File: config.mk
export PLATFORM = sky130hd
export DESIGN_NAME = video_tone_mapper
export DESIGN_NICKNAME = d
export VERILOG_FILES = /design/src/rtl/video_tone_pkg.sv /design/src/rtl/tone_quantizer.sv /design/src/rtl/video_tone_mapper.sv
export SDC_FILE = /design/constraint.sdc
export NUM_CORES = 1
export LEC_CHECK = 0
export CAP_MARGIN = 40
export CELL_PAD_IN_SITES_DETAIL_PLACEMENT = 1
export CELL_PAD_IN_SITES_GLOBAL_PLACEMENT = 1
export CORE_UTILIZATION = 50
export DETAILED_ROUTE_END_ITERATION = 7
export GPL_TIMING_DRIVEN = 0
export PLACE_DENSITY_LB_ADDON = 0.1
export SETUP_SLACK_MARGIN = 0.1
export SYNTH_ARGS = -nofsm -noshare
export SYNTH_HDL_FRONTEND = slang
export SYNTH_SLANG_ARGS = --single-unit
File: constraint.sdc
create_clock -name clk_vga -period 4.9 [get_ports clk_vga]
set_input_delay 0.49 -clock clk_vga [delete_from_list [all_inputs] [get_ports clk_vga]]
set_output_delay 0.49 -clock clk_vga [all_outputs]
set_load 0.05 [all_outputs]
File: src/rtl/video_tone_pkg.sv
// video_tone_pkg -- shared constants and types for the video tone mapper.
//   LUMA_R/G/B   : 8-bit fixed-point luma weights (sum to 255, scaled by 256)
//   LUMA_ROUND   : rounding constant added before the >>8
//   tint_e       : tint encodings carried in mode bits[1:0]
//   mode_t       : packed view of the 3-bit mode word (dim flag + tint)
//   bayer()      : 2x2 ordered-dither matrix [[0,2],[3,1]] indexed
//                  [line parity][pixel parity]
package video_tone_pkg;

    localparam int LUMA_R     = 54;
    localparam int LUMA_G     = 183;
    localparam int LUMA_B     = 18;
    localparam int LUMA_SHIFT = 8;
    localparam int LUMA_ROUND = 128;

    typedef enum logic [1:0] {
        TINT_COLOUR = 2'd0,
        TINT_GREEN  = 2'd1,
        TINT_AMBER  = 2'd2,
        TINT_WHITE  = 2'd3
    } tint_e;

    typedef struct packed {
        logic  dim;
        tint_e tint;
    } mode_t;

    function automatic logic [1:0] bayer(input logic line_par, input logic pix_par);
        logic [1:0] m;
        case ({line_par, pix_par})
            2'b00:   m = 2'd0;
            2'b01:   m = 2'd2;
            2'b10:   m = 2'd3;
            default: m = 2'd1;
        endcase
        return m;
    endfunction

endpackage

File: src/rtl/tone_quantizer.sv
// tone_quantizer -- reduces one colour component from IN_W to OUT_W bits.
// Build option: define TONE_DITHER_EN to add a 2x2 Bayer offset
// (m << (IN_W-OUT_W-2), saturating at 2^IN_W-1) before truncation; this
// needs IN_W-OUT_W >= 2. Without it the component is truncated plainly.
// Ports:
//   comp_i     : component at IN_W bits
//   line_par_i : line parity of this pixel (dither row select)
//   pix_par_i  : pixel parity of this pixel (dither column select)
//   comp_o     : component at OUT_W bits (combinational)
module tone_quantizer
    import video_tone_pkg::*;
#(
    parameter int IN_W  = 6,
    parameter int OUT_W = 3
) (
    input  logic [IN_W-1:0]  comp_i,
    input  logic             line_par_i,
    input  logic             pix_par_i,
    output logic [OUT_W-1:0] comp_o
);

`ifdef TONE_DITHER_EN
    localparam int DROP = IN_W - OUT_W;

    // One spare bit catches the carry so saturation can be detected.
    logic [IN_W:0]   dith_sum;
    logic [IN_W-1:0] dith_sat;
    logic [DROP-1:0] unused_lsb;

    always_comb begin
        dith_sum = {1'b0, comp_i} + ((IN_W + 1)'(bayer(line_par_i, pix_par_i)) << (DROP - 2));
        dith_sat = dith_sum[IN_W] ? '1 : dith_sum[IN_W-1:0];
    end

    assign comp_o     = dith_sat[IN_W-1 -: OUT_W];
    assign unused_lsb = dith_sat[DROP-1:0];
`else
    logic unused_par;
    assign unused_par = line_par_i ^ pix_par_i;

    generate
        if (IN_W > OUT_W) begin : g_trunc
            logic [IN_W-OUT_W-1:0] unused_lsb;
            assign comp_o     = comp_i[IN_W-1 -: OUT_W];
            assign unused_lsb = comp_i[IN_W-OUT_W-1:0];
        end else begin : g_pass
            assign comp_o = comp_i;
        end
    endgenerate
`endif

endmodule

File: src/rtl/video_tone_mapper.sv
// video_tone_mapper -- 3-stage pixel pipeline: luma, tint, scanline dim and
// quantisation from IN_W to OUT_W bits per component.
// Build option: TONE_DITHER_EN enables ordered dithering in the quantizers.
// Ports:
//   clk_vga                  : pixel clock
//   rst_n                    : asynchronous active-low reset
//   r_i/g_i/b_i              : source pixel, IN_W bits per component
//   de_i, hsync_i, vsync_i   : data enable (active high), syncs (active low)
//   mode_i                   : [1:0] tint (colour/green/amber/white), [2] scanline dim
//   r_o/g_o/b_o              : output pixel, OUT_W bits, zero when de_o is low
//   de_o, hsync_o, vsync_o   : controls delayed by the same 3 cycles as the pixel
//   mode_o                   : mode applied to the pixel currently on the outputs
// Stage 1 registers the weighted products and the raw pixel. Between stages 1
// and 2 the frame/line/pixel state (active mode, parities) is resolved for the
// pixel in stage 1 and then travels down the pipe with it, so no stage ever
// mixes state from different pixels.
module video_tone_mapper
    import video_tone_pkg::*;
#(
    parameter int IN_W  = 6,
    parameter int OUT_W = 3
) (
    input  logic             clk_vga,
    input  logic             rst_n,
    input  logic [IN_W-1:0]  r_i,
    input  logic [IN_W-1:0]  g_i,
    input  logic [IN_W-1:0]  b_i,
    input  logic             de_i,
    input  logic             hsync_i,
    input  logic             vsync_i,
    input  logic [2:0]       mode_i,
    output logic [OUT_W-1:0] r_o,
    output logic [OUT_W-1:0] g_o,
    output logic [OUT_W-1:0] b_o,
    output logic             de_o,
    output logic             hsync_o,
    output logic             vsync_o,
    output logic [2:0]       mode_o
);

    // The weighted sum is at most 255*(2^IN_W-1)+128, which fits in IN_W+8 bits.
    localparam int PW = IN_W + LUMA_SHIFT;

    // ---------------- stage 1 ----------------
    logic [PW-1:0]        s1_pr, s1_pg, s1_pb;
    logic [2:0][IN_W-1:0] s1_c;
    logic                 s1_de, s1_hs, s1_vs;
    mode_t                s1_mode;

    always_ff @(posedge clk_vga or negedge rst_n) begin
        if (!rst_n) begin
            s1_pr   <= '0;
            s1_pg   <= '0;
            s1_pb   <= '0;
            s1_c    <= '0;
            s1_de   <= 1'b0;
            s1_hs   <= 1'b1;
            s1_vs   <= 1'b1;
            s1_mode <= '0;
        end else begin
            s1_pr   <= PW'(r_i) * PW'(LUMA_R);
            s1_pg   <= PW'(g_i) * PW'(LUMA_G);
            s1_pb   <= PW'(b_i) * PW'(LUMA_B);
            s1_c    <= {b_i, g_i, r_i};
            s1_de   <= de_i;
            s1_hs   <= hsync_i;
            s1_vs   <= vsync_i;
            s1_mode <= mode_t'(mode_i);
        end
    end

    // ---------------- frame / line state ----------------
    // Stage-2 syncs hold the previous stage-1 syncs, so they double as the
    // edge-detect history.
    logic  s2_de, s2_hs, s2_vs;
    mode_t s2_mode;
    logic  s2_pix_par, s2_line_par;

    mode_t active_mode, pix_mode;
    logic  pix_par, line_par;
    logic  pix_par_cur, line_par_cur;
    logic  vs_fall, hs_fall;

    always_comb begin
        vs_fall      = s2_vs & ~s1_vs;
        hs_fall      = s2_hs & ~s1_hs;
        // A new mode takes effect starting with the pixel that carries the
        // vsync falling edge.
        pix_mode     = vs_fall ? s1_mode : active_mode;
        pix_par_cur  = hs_fall ? 1'b0 : pix_par;
        // vsync clear has priority over the hsync toggle.
        line_par_cur = vs_fall ? 1'b0 : (hs_fall ? ~line_par : line_par);
    end

    always_ff @(posedge clk_vga or negedge rst_n) begin
        if (!rst_n) begin
            active_mode <= '0;
            pix_par     <= 1'b0;
            line_par    <= 1'b0;
        end else begin
            active_mode <= pix_mode;
            pix_par     <= pix_par_cur ^ s1_de;
            line_par    <= line_par_cur;
        end
    end

    // ---------------- stage 2: luma, tint, dim ----------------
    logic [PW-1:0]        luma_sum;
    logic [IN_W-1:0]      luma;
    logic [LUMA_SHIFT-1:0] unused_luma_lsb;
    logic [2:0][IN_W-1:0] tint_c, dim_c;
    logic                 dim_en;

    assign luma_sum        = s1_pr + s1_pg + s1_pb + PW'(LUMA_ROUND);
    assign luma            = luma_sum[PW-1 -: IN_W];
    assign unused_luma_lsb = luma_sum[LUMA_SHIFT-1:0];
    assign dim_en          = pix_mode.dim & line_par_cur;

    always_comb begin
        tint_c = '0;
        case (pix_mode.tint)
            TINT_COLOUR: tint_c = s1_c;
            TINT_GREEN:  tint_c = {{IN_W{1'b0}}, luma, {IN_W{1'b0}}};
            TINT_AMBER:  tint_c = {{IN_W{1'b0}}, luma >> 1, luma};
            TINT_WHITE:  tint_c = {luma, luma, luma};
            default:     tint_c = '0;
        endcase
    end

    logic [2:0][IN_W-1:0] s2_c;

    always_ff @(posedge clk_vga or negedge rst_n) begin
        if (!rst_n) begin
            s2_c        <= '0;
            s2_de       <= 1'b0;
            s2_hs       <= 1'b1;
            s2_vs       <= 1'b1;
            s2_mode     <= '0;
            s2_pix_par  <= 1'b0;
            s2_line_par <= 1'b0;
        end else begin
            s2_c        <= dim_c;
            s2_de       <= s1_de;
            s2_hs       <= s1_hs;
            s2_vs       <= s1_vs;
            s2_mode     <= pix_mode;
            s2_pix_par  <= pix_par_cur;
            s2_line_par <= line_par_cur;
        end
    end

    // ---------------- stage 3: quantise ----------------
    logic [2:0][OUT_W-1:0] q_c;

    genvar gi;
    generate
        for (gi = 0; gi < 3; gi++) begin : g_comp
            assign dim_c[gi] = dim_en ? (tint_c[gi] >> 1) : tint_c[gi];

            tone_quantizer #(
                .IN_W  (IN_W),
                .OUT_W (OUT_W)
            ) u_quant (
                .comp_i     (s2_c[gi]),
                .line_par_i (s2_line_par),
                .pix_par_i  (s2_pix_par),
                .comp_o     (q_c[gi])
            );
        end
    endgenerate

    logic [2:0][OUT_W-1:0] s3_c;
    logic                  s3_de, s3_hs, s3_vs;
    mode_t                 s3_mode;

    always_ff @(posedge clk_vga or negedge rst_n) begin
        if (!rst_n) begin
            s3_c    <= '0;
            s3_de   <= 1'b0;
            s3_hs   <= 1'b1;
            s3_vs   <= 1'b1;
            s3_mode <= '0;
        end else begin
            s3_c    <= s2_de ? q_c : '0;
            s3_de   <= s2_de;
            s3_hs   <= s2_hs;
            s3_vs   <= s2_vs;
            s3_mode <= s2_mode;
        end
    end

    assign r_o     = s3_c[0];
    assign g_o     = s3_c[1];
    assign b_o     = s3_c[2];
    assign de_o    = s3_de;
    assign hsync_o = s3_hs;
    assign vsync_o = s3_vs;
    assign mode_o  = s3_mode;

endmodule

# ---- Word level (Yosys, flattened, before mapping)
# Index checks and enable logic that the tools add are counted.
dict set report word_totals {
  regBits 99
  out_inout_bits 15
  elab_cells 52
}
dict set report op_classes {
  n_addsub 3
  mul 3
  n_eq_ne 3
  muxes 8
  bitwise_logic 6
  reduce_logical 1
}
# operator count
set ops {}
lappend ops {{one-hot mux 18 bit (4 select lines)} 1}
lappend ops {{two-way mux 6 bit} 3}
lappend ops {{adder 12 x 14 -> 14 bit} 1}
lappend ops {{adder 14 x 11 -> 14 bit} 1}
lappend ops {{adder 14 x 8 -> 14 bit, second input constant} 1}
lappend ops {{multiplier 6 x 8 -> 14 bit, second input constant} 1}
lappend ops {{multiplier 6 x 5 -> 11 bit, second input constant} 1}
lappend ops {{multiplier 6 x 4 -> 10 bit, second input constant} 1}
lappend ops {{two-way mux 9 bit} 1}
lappend ops {{equality test 2 bit, second input constant} 2}
lappend ops {{AND 1 bit} 3}
lappend ops {{two-way mux 3 bit} 1}
lappend ops {{inverter 1 bit} 3}
lappend ops {{equality test 2 x 1 -> 1 bit, second input constant} 1}
lappend ops {{zero test 2 bit} 1}
lappend ops {{two-way mux 1 bit} 2}

# ---- Depth between registers and ports, before layout
# Gate-level depths: netlist (run 1).
dict set report logic_depth {
  word_depth 6
  ltp_mapped 13
  mapped_depth_nobuf 13
}

# ---- Modules after synthesis
# From an unflattened synthesis (run 1), not the netlist that was laid out.
dict set report hier_totals {
  hier_cells 487
  area_unflattened_um2 5601.6
}
# module n_inst cells_per_inst area_each_um2 seq_area_each_um2
set by_module_without_submodules {}
lappend by_module_without_submodules {video_tone_mapper 1 478 5534.1 2409.8}
lappend by_module_without_submodules {tone_quantizer 3 3 22.5 0.0}

# ---- Worst setup path before layout (run 1)
# No wires, ideal clock.
dict set report synth_timing {
  path_type {in2reg}
  startpoint {input g_i[3]}
  endpoint {register s1_pg[13]}
  setup_time_ns 0.133
  arrival_ns 3.493
  slack_ns 1.273
  cell_stages 12
  n_path_buf 0
  cell_sequence {fa_1 -> inv_1 -> fa_1 -> fa_1 -> inv_1 -> ha_1 -> a21o_1 -> a21oi_1 -> o21ai_0 -> or4_1 -> nand2_1 -> o211ai_1}
}
dict set report synth_via {
  elab_chain_len 1
}
# item line_no
set synth_lines {}
lappend synth_lines {{start, declared} video_tone_mapper.sv:26} ;# input logic [IN_W-1:0] g_i,
lappend synth_lines {{multiplier 6 x 8 -> 14 bit} video_tone_mapper.sv:62} ;# s1_pg <= PW'(g_i) * PW'(LUMA_G);
lappend synth_lines {{end signal, assigned} video_tone_mapper.sv:62}
lappend synth_lines {{end, declared} video_tone_mapper.sv:45} ;# logic [PW-1:0] s1_pr, s1_pg, s1_pb;
# Every way passes these cells.

# ---- Worst setup path after layout (run 1)
dict set report layout_timing {
  startpoint {input g_i[4]}
  endpoint {register s1_pg[13]}
}
# Same word-level chain as after synthesis.

==> results of run 1 <==
[routing by layer]
layer,vias up,GRT usage [%],share of wire (%),routed length (um)
met3,16,2.76,1.8,176
met5,-,0,0,0
li1,1550,-,-,-
met2,42,40.0,53,5230
met1,1602,24.3,42,4130
met4,0,10.1,2.5,242
[worst max-delay path, cell delays in order]
cell and delay [ns]:
sky130_fd_sc_hd__clkdlybuf4s50_1 0.58, sky130_fd_sc_hd__fa_1 0.57, sky130_fd_sc_hd__inv_1 0.05, sky130_fd_sc_hd__fa_1 0.50
sky130_fd_sc_hd__fa_1 0.56, sky130_fd_sc_hd__inv_1 0.05, sky130_fd_sc_hd__ha_1 0.33, sky130_fd_sc_hd__a21o_1 0.19
sky130_fd_sc_hd__a21oi_1 0.23, sky130_fd_sc_hd__o21ai_0 0.17, sky130_fd_sc_hd__or4_1 0.48, sky130_fd_sc_hd__nand2_1 0.13
sky130_fd_sc_hd__o211ai_1 0.10
[area by class of cell]
cell class | instances | area (um2) | area share, %
multi-input combinational | 268 | 2600 | 45.1
timing repair buffer | 41 | 425 | 7.39
sequential | 80 | 2010 | 34.9
clock inverter | 5 | 40.0 | 0.695
buffer | 3 | 18.8 | 0.326
clock buffer | 11 | 151 | 2.63
tap | 133 | 166 | 2.89
inverter | 93 | 349 | 6.06
[per-stage QoR]
| step | util, % | hold WS (ns) |
|---|---|---|
| final | 59.2 | 0.0367 |
| after global routing | 59.2 | 0.0551 |
| after CTS | 59.2 | 0.0441 |
| after detailed placement | 57.2 | 0.343 |
| after global placement | 57.0 | 0.334 |
| after floorplan | - | 0.194 |
[cell usage in the layout (no fill, tap or decap), types with 10 or more instances in the layout]
cell / synthesis / routed
sky130_fd_sc_hd__a21oi_1: 13 / 13
sky130_fd_sc_hd__and2_1: 10 / 10
sky130_fd_sc_hd__clkbuf_8: 0 / 11
sky130_fd_sc_hd__clkdlybuf4s50_1: 0 / 39
sky130_fd_sc_hd__dfrtp_1: 74 / 74
sky130_fd_sc_hd__fa_1: 28 / 28
sky130_fd_sc_hd__ha_1: 76 / 76
sky130_fd_sc_hd__inv_1: 92 / 92
sky130_fd_sc_hd__nand2_1: 16 / 16
sky130_fd_sc_hd__nor2_1: 24 / 24
sky130_fd_sc_hd__nor3_1: 10 / 10
sky130_fd_sc_hd__xnor2_1: 18 / 18
[cells by family (layout without fill, tap and decap cells)]
kind of cell	after synthesis	in the layout	synth area share (%)
buffers and inverters	96	153	7.39
DFF	80	80	40.4
adders and majority gates	104	104	30.4
xor gates and xnor gates	22	22	3.87
AOI/OAI and AO/OA	52	52	7.67
muxes	8	8	1.71
and+or+nand+nor	82	82	8.60
[sequential cells by signal, indices dropped and copies added (netlist names)]
| signal | flops |
|---|---|
| g_o | 3 |
| vsync_o | 1 |
| s2_vs | 1 |
| s1_pr | 10 |
| line_par | 1 |
| b_o | 3 |
| de_o | 1 |
| s1_pb | 7 |
| r_o | 3 |
| s2_mode | 3 |
| s1_de | 1 |
| hsync_o | 1 |
| s2_de | 1 |
| s2_c | 9 |
| s1_c | 13 |
| s1_mode | 3 |
| mode_o | 3 |
| s1_hs | 1 |
| s2_hs | 1 |
| s1_pg | 13 |
| s1_vs | 1 |
[final timing paths]
| path | from | end | slack [ns] | cells after the start |
|---|---|---|---|---|
| max | g_i[4] | s1_pg[13]$_DFF_PN0_ | 0.71 | 13 |
| min reg2reg | s1_de$_DFF_PN0_ | s2_de$_DFF_PN0_ | 0.36 | 0 |
| min in group clk_vga | s1_de$_DFF_PN0_ | s2_de$_DFF_PN0_ | 0.36 | 0 |
| max in group asynchronous | rst_n | vsync_o$_DFF_PN1_ | 4.27 | 2 |
| max reg2reg | s1_pr[6]$_DFF_PN0_ | s2_c[9]$_DFF_PN0_ | 1.38 | 11 |
| min | rst_n | s1_mode[2]$_DFF_PN0_ | 0.04 | 1 |
[power groups by stage]
stage | clock (W) | sequential (W) | combinational (W)
2_1_floorplan | 0 | 0.000938 | 0.00137
4_1_cts | 0.000476 | 0.000870 | 0.00195
3_3_place_gp | 0 | 0.000876 | 0.00180
5_1_grt | 0.000506 | 0.000880 | 0.00216
6_report | 0.000462 | 0.000866 | 0.00191
3_5_place_dp | 0 | 0.000882 | 0.00191
==> metrics.txt, run 1 <==
post-route design area=0.00576 mm2; Placement Cell Area=0.00557 mm2; cell with the most instances after synthesis=sky130_fd_sc_hd__inv_1; floorplan row count=36; transition time at the pin with the least slew margin=0.828 ns; post-route ant nets=0; post-synthesis instance area=0.00498 mm2; synth-to-layout area growth=15.7%; setup_tns=0 ns; syn_area_per_cell=11.2 um2; total core area=0.00973 mm2; final worst slack=0.713 ns; number of cells produced by synthesis=444; routed length per placed instance=15.4 um; first-pass iteration count of the detailed router=4; PD cells=563 mW/mm2; number of gates resized after CTS=0; Via density=5.06; number of hold violations in the final report=0; Setup Viol. Count Final=0; initial core utilization=51.1%; WL final=9770 um; cell accounting for the most synthesized area=sky130_fd_sc_hd__dfrtp_1; Power, Total=0.00324 W; Final Wtd Congestion=0.809; fin crit share=85.5%; floorplan die width=102 um; CTS hold repair buffers=0; GRT Resource Usage Total=21.5%; classification of the worst-slack hold path=in2async; y dimension of the die=102 um; estimated wirelength of the detail-placed design=8090 um; Reg clk slew, reported paths=0.09 ns; worst-path fanout max=6; area share of the leading cell type in the synthesized netlist=37.2%; number of antenna violations at the first check in global routing=0; result of the run=finished, final reports clean; final number of max-transition violations=0; cell types with the largest area share after synthesis=sky130_fd_sc_hd__dfrtp_1, sky130_fd_sc_hd__ha_1, sky130_fd_sc_hd__fa_1; flip-flop and latch count after synthesis=80; 1st-iter DRT viols=43; TritonCTS clock tree=yes; distinct cell type count after synthesis=45; # IOs=41; synth cell count leaders=sky130_fd_sc_hd__inv_1, sky130_fd_sc_hd__ha_1, sky130_fd_sc_hd__dfrtp_1, sky130_fd_sc_hd__fa_1, sky130_fd_sc_hd__nor2_1; routed via count=3,210; Cells after DPL=618; critical path startpoint category=input pin; number of global-route vias before repair=3,588; DRC violations left=0; cell internal power dissipation=0.00187 W; Post-synth top flop=sky130_fd_sc_hd__dfrtp_1; Critical Setup Path Class=in2reg; required time of the critical path=5.14 ns; CTS Root Cell=sky130_fd_sc_hd__clkbuf_8; fraction of power consumed by the clock network=14.3%; crit path DAT=4.42 ns; Final #Nets=626; fin cells=634; pin count of the biggest net entering global routing=53; total congestion overflow after global routing=0; type of destination of the critical path=register; unrepaired setup endpoints after global routing=no; count of clock tree sinks=80; count of maximum capacitance violations=0; number of buffers on the longest clock path=2; Max Fclk=239 MHz; Seq/Total Area, Yosys=40.4%; fillcell total=1,074; EDFF count, synth=0; Antenna Cells=0; total number of yosys warnings=0; share of power burned in registers=26.7%; Die ar.=0.0104 mm2; Switching Share=42.4%; final worst clock skew=0.0128 ns; maximum vdd ir drop=0.254 mV; Post-Syn Nets=574; number of buffers inserted by post-CTS setup repair=0; deepest level of the CTS H-tree=3; part of the power in combinational logic=59.0%; Async S/R FF share, synth=100%; clock buffers created by TritonCTS=9; Setup WS pre-CTS=0.390 ns; minimum clock period after layout=4.19 ns; proportion of layout cells with a drive suffix above 1=7.19%; Port Buf Inserts=40; wire length of the first global-routing pass=16,600 um; Worst slew margin=43.2%; leakage=2.95 nW; source-to-sink clock delay at the later pin of the worst-skew pair=0.36 ns; net switching power of the design=0.00137 W
Note: power is estimated with default switching activity, not from simulation.
==> run 2, diff against run 1 <==
Settings changed: CORE_ASPECT_RATIO set to 1.1.
==> run 2 against run 1 <==
Against the previous run: count of clock-buffer cells in the layout shrank 2; largest cell class unchanged; worst hold slack gained 0.33 ns; global-route usage about the same; setup slack improved by 0.026 ns; register-to-register slack worse by 0.03 ns; routed wire length increased by 0.52%; via count is 1.3% higher; first-iteration DRC count is 130% higher; sequential power hardly changed; largest power group unchanged; critical path depth unchanged; non-clock buffer count increased by 1.
==> metrics.txt, run 2 (synthesis results as in run 1) <==
leakage=2.97 nW; critical path startpoint category=input pin; type of destination of the critical path=register; worst-path fanout max=5; total congestion overflow after global routing=0; maximum vdd ir drop=0.280 mV; pin count of the biggest net entering global routing=68; leading cell type in the layout, fill and taps excluded=sky130_fd_sc_hd__inv_1; total core area=0.00949 mm2; minimum clock period after layout=4.16 ns; synth-to-layout area growth=15.6%; WL final=9820 um; required time of the critical path=5.14 ns; Reg clk slew, reported paths=0.09 ns; Max Fclk=240 MHz; Final Wtd Congestion=0.857; y dimension of the die=107 um; Worst slew margin=45.7%; first-pass iteration count of the detailed router=4; Max stage delay cell, worst path=sky130_fd_sc_hd__fa_1; DRC violations left=0; number of global-route vias before repair=3,672; clock buffers created by TritonCTS=9; count of clock tree sinks=80; TritonCTS clock tree=yes; setup_tns=0 ns; registers with the most flip-flops=s1_c: 13 flops, s1_pg: 13 flops, s1_pr: 10 flops; number of antenna violations at the first check in global routing=0; estimated wirelength of the detail-placed design=8230 um; Setup WS pre-CTS=0.404 ns; transition time at the pin with the least slew margin=0.791 ns; source-to-sink clock delay at the later pin of the worst-skew pair=0.37 ns; initial core utilization=52.4%; result of the run=finished, final reports clean; Die ar.=0.0104 mm2; 1st-iter DRT viols=97; # IOs=41; final worst clock skew=0.0162 ns; proportion of layout cells with a drive suffix above 1=7.17%; unrepaired setup endpoints after global routing=no; most frequent cells in the layout=sky130_fd_sc_hd__inv_1, sky130_fd_sc_hd__ha_1, sky130_fd_sc_hd__dfrtp_1, sky130_fd_sc_hd__clkdlybuf4s50_1, sky130_fd_sc_hd__fa_1; deepest level of the CTS H-tree=3; floorplan row count=37; PD cells=570 mW/mm2; routed via count=3,251; Critical Setup Path Class=in2reg; Via density=5.25; final number of max-transition violations=0; Final #Nets=627; fin crit share=84.9%; cells along the critical path=clkdlybuf4s50_1 > fa_1 > inv_1 > fa_1 > fa_1 > inv_1 > ha_1 > a21o_1 > a21oi_1 > o21ai_0 > or4_1 > nand2_1 > o211ai_1; critical path's most frequent cell=sky130_fd_sc_hd__fa_1; Setup Viol. Count Final=0; Antenna Cells=0; wire length of the first global-routing pass=17,200 um; count of maximum capacitance violations=0; CTS Root Cell=sky130_fd_sc_hd__clkbuf_8; final worst slack=0.738 ns; number of buffers on the longest clock path=2; post-route ant nets=0; GRT Resource Usage Total=21.5%; number of gates resized after CTS=0; crit path DAT=4.40 ns; classification of the worst-slack hold path=reg2reg; Port Buf Inserts=40; number of hold violations in the final report=0; floorplan die width=97.1 um; routed length per placed instance=15.9 um; worst hold margin=0.368 ns; max incr delay on CP=0.60 ns
[run 2: cell types whose count changed in the layout (fill, tap and decap cells not counted), moves of 2 or more]
cell and delta:
sky130_fd_sc_hd__clkinvlp_4 -2, sky130_fd_sc_hd__clkbuf_8 -2, sky130_fd_sc_hd__inv_6 +2, sky130_fd_sc_hd__inv_8 +2
[run 2: path summary, 6_finish.rpt]
path | from | end | slack [ns] | depth (start not counted)
max in group asynchronous | rst_n | s1_c[5]$_DFF_PN0_ | 3.79 | 3
setup reg to reg | s1_pr[6]$_DFF_PN0_ | s2_c[9]$_DFF_PN0_ | 1.35 | 11
min in group asynchronous | rst_n | s1_c[14]$_DFF_PN0_ | 0.52 | 2
hold / removal | s1_de$_DFF_PN0_ | s2_de$_DFF_PN0_ | 0.37 | 0
setup / recovery | g_i[3] | s1_pg[13]$_DFF_PN0_ | 0.74 | 13
hold reg to reg | s1_de$_DFF_PN0_ | s2_de$_DFF_PN0_ | 0.37 | 0
[run 2: critical path, delay by kind of cell]
kind | cells | cell delay, ns
simple gates | 2 | 0.61
fa+ha+maj | 4 | 1.97
compound gates | 4 | 0.69
buf+inv | 3 | 0.66
[run 2: stage by stage]
stage	utilization [%]	instances	power [W]	area, um2
3_3_place_gp	58.2	601	0.00268	5520
2_1_floorplan	-	444	0.00230	4980
6_report	60.6	619	0.00328	5750
3_5_place_dp	58.5	602	0.00284	5550
4_1_cts	60.6	619	0.00334	5750
5_1_grt	60.6	619	0.00359	5750
[run 2: routing by layer]
metal / GRT usage [%] / share of wire (%) / vias up
met5: 0 / 0 / -
met4: 8.00 / 2.1 / 0
met3: 3.32 / 2.5 / 18
met2: 41.1 / 55 / 52
met1: 23.9 / 40 / 1627
li1: - / - / 1554
[run 2: repair_timing]
| item | in CTS | in global routing |
|---|---|---|
| setup buffers | 0 | 0 |
| endpoints found under the setup margin | 0 | 0 |
| hold endpoints to repair | 9 | 0 |
| hold buffers | 1 | 0 |
[run 2: final cells by class]
type | count | area, um2
multi-input combinational | 268 | 2600
clock buffer | 9 | 124
timing repair buffer | 42 | 435
buffer | 3 | 18.8
tap | 117 | 146
inverter | 93 | 349
fill | 986 | 3740
sequential | 80 | 2010
clock inverter | 7 | 72.6
[run 2: where the power goes]
part	switching (W)	total (W)	internal, W
logic	0.00109	0.00194	0.000842
clock network	0.000280	0.000480	0.000201
registers	0.0000490	0.000866	0.000817
==> run 3, diff against run 2 <==
Settings changed: CORE_UTILIZATION 50 to 43.
Clock period 4.9 ns to 3.6 ns, I/O delays scaled along.
==> run 3 against run 2 <==
Against the previous run: routed wire length shrank 2.0%; non-clock buffer count up 1; clock power is 78% higher; design area increased by 2.8%; sequential power grew 37%; worst hold slack got worse by 0.14 ns; die area up 16%; sequential cell count unchanged; critical endpoint is now s1_pr[11]$_DFF_PN0_.
==> metrics.txt, run 3 (synthesis results as in run 1) <==
registers with the most flip-flops=s1_c: 13 flops, s1_pg: 13 flops, s1_pr: 10 flops; deepest level of the CTS H-tree=3; final number of max-transition violations=0; worst hold margin=0.225 ns; floorplan die width=105 um; fillcell total=1,212; number of hold violations in the final report=0; Die ar.=0.0120 mm2; total congestion overflow after global routing=0; launch instance of the worst min-delay path=g_i[4]; DRC violations left=0; clock buffers created by TritonCTS=9; # IOs=41; Setup WS pre-CTS=-0.808 ns; classification of the worst-slack hold path=in2reg; number of buffers on the longest clock path=2; Critical Setup Path Class=in2reg; WL final=9620 um; 1st-iter DRT viols=76; pin count of the biggest net entering global routing=57; post-route ant nets=0; number of global-route vias before repair=3,506; estimated wirelength of the detail-placed design=7830 um; routed via count=3,201; final worst clock skew=0.00474 ns; count of clock tree sinks=80; GRT Resource Usage Total=17.9%; initial core utilization=44.8%; leakage=3.03 nW; y dimension of the die=115 um; fin crit share=91.9%; Antenna Cells=0; setup_tns=0 ns; required time of the critical path=3.82 ns; max incr delay on CP=0.51 ns; Setup Viol. Count Final=0; first-pass iteration count of the detailed router=4; depth of the worst register-to-register path=11; worst-path fanout max=3; total core area=0.0111 mm2; critical path startpoint category=input pin; transition time at the pin with the least slew margin=0.793 ns; result of the run=finished, final reports clean; synth-to-layout area growth=18.8%; maximum vdd ir drop=0.356 mV; r2r endpoint=s2_c[4]$_DFF_PN0_; TritonCTS clock tree=yes; leading cell type in the layout, fill and taps excluded=sky130_fd_sc_hd__inv_1; Power, Total=0.00463 W; Max stage delay cell, worst path=sky130_fd_sc_hd__fa_1; floorplan row count=40; Worst slew margin=45.6%; proportion of layout cells with a drive suffix above 1=9.34%; Max Fclk=302 MHz; Final #Nets=628; number of antenna violations at the first check in global routing=0; unrepaired setup endpoints after global routing=no; cells along the critical path=clkdlybuf4s50_1 > ha_1 > inv_1 > fa_1 > fa_1 > inv_1 > ha_1 > a21oi_1 > nor2b_1 > o21a_1 > o41a_1 > xnor2_1; reg2reg setup slack=0.32 ns; Via density=4.92; PD cells=783 mW/mm2; wire length of the first global-routing pass=16,400 um; Critical path buffers and inverters=3; Port Buf Inserts=40; launch instance of the worst register-to-register path=s1_pg[5]$_DFF_PN0_; Reg clk slew, reported paths=0.06 ns; worst-case hold path end point=s1_c[10]$_DFF_PN0_; cell depth of the worst hold path=1; most frequent cells in the layout=sky130_fd_sc_hd__inv_1, sky130_fd_sc_hd__ha_1, sky130_fd_sc_hd__dfrtp_1, sky130_fd_sc_hd__clkdlybuf4s50_1, sky130_fd_sc_hd__fa_1; count of maximum capacitance violations=0; Final Wtd Congestion=0.824; source-to-sink clock delay at the later pin of the worst-skew pair=0.34 ns; minimum clock period after layout=3.31 ns; critical path's top delay family=adder cells; type of destination of the critical path=register; crit path DAT=3.53 ns; final worst slack=0.292 ns; CTS Root Cell=sky130_fd_sc_hd__clkbuf_16; routed length per placed instance=14.8 um
==> run 3: cell count changes in the layout (fill, tap and decap cells not counted), moves of 2 or more <==
cell	before	now
sky130_fd_sc_hd__ha_1	76	74
sky130_fd_sc_hd__buf_2	0	3
sky130_fd_sc_hd__inv_8	2	0
sky130_fd_sc_hd__dlygate4sd2_1	0	2
sky130_fd_sc_hd__clkbuf_16	0	9
sky130_fd_sc_hd__clkbuf_8	9	0
sky130_fd_sc_hd__clkdlybuf4s50_1	39	33
sky130_fd_sc_hd__clkinv_4	0	3
sky130_fd_sc_hd__ha_4	0	2
==> run 3: worst max path at each step <==
stage                       startpoint                   to  slack [ns]  cells past startpoint
floorplan                       g_i[3]  s1_pg[13]$_DFF_PN0_        0.10                     12
global placement                g_i[3]  s1_pg[13]$_DFF_PN0_       -0.77                     13
detailed placement              g_i[3]  s1_pg[13]$_DFF_PN0_       -0.81                     13
CTS                             g_i[2]  s1_pg[13]$_DFF_PN0_        0.12                     13
global route        s1_pg[5]$_DFF_PN0_   s2_c[15]$_DFF_PN0_        0.11                     11
finish                          r_i[2]  s1_pr[11]$_DFF_PN0_        0.29                     12
==> run 3: what timing repair did <==
item | in CTS | in global routing
endpoints found under the setup margin | 5 | 10
gates resized for setup | 22 | 4
gates cloned | 0 | 0
endpoints found under the hold margin | 20 | 0
hold buffers | 1 | 0
pin swaps | 2 | 3
buffers inserted | 1 | 0
==> run 3: worst reg2reg max path, delay by kind of cell (launching register included) <==
family / cells / cell delay, ns
AOI/OAI and AO/OA: 4 / 1.15
adders and majority gates: 3 / 1.10
and+or+nand+nor: 2 / 0.43
DFF: 1 / 0.37
buffers and inverters: 2 / 0.11
==> run 3: area by class of cell <==
type                            instances  area, um2  share of cell area, %
Multi-Input combinational cell        268       2640                   44.7
Clock inverter                          7       56.3                  0.952
Inverter                               93        349                   5.90
Tap cell                              147        184                   3.11
Clock buffer                            9        225                   3.81
Timing Repair Buffer                   43        428                   7.24
Buffer                                  3       18.8                  0.317
Sequential cell                        80       2010                   34.0
==> run 3: per-layer routing <==
layer / GRT usage, % / vias up / wire length, um
li1: - / 1559 / -
met3: 4.08 / 10 / 189
met4: 6.29 / 0 / 144
met1: 19.9 / 1594 / 4010
met2: 33.8 / 38 / 5280
met5: 0 / - / 0
==> run 3: report_power, final <==
group	total, W	switching [W]	internal [W]
Combinational	0.00259	0.00143	0.00116
Clock	0.000855	0.000382	0.000474
Sequential	0.00119	0.0000723	0.00111
Total	0.00463	0.00188	0.00275
==> run 3: stage by stage <==
step | utilization [%] | cell area, um2 | cells
finish | 53.2 | 5910 | 650
global route | 53.2 | 5910 | 650
CTS | 53.0 | 5890 | 650
detailed placement | 50.3 | 5590 | 632
global placement | 50.0 | 5560 | 631
floorplan | - | 4980 | 444
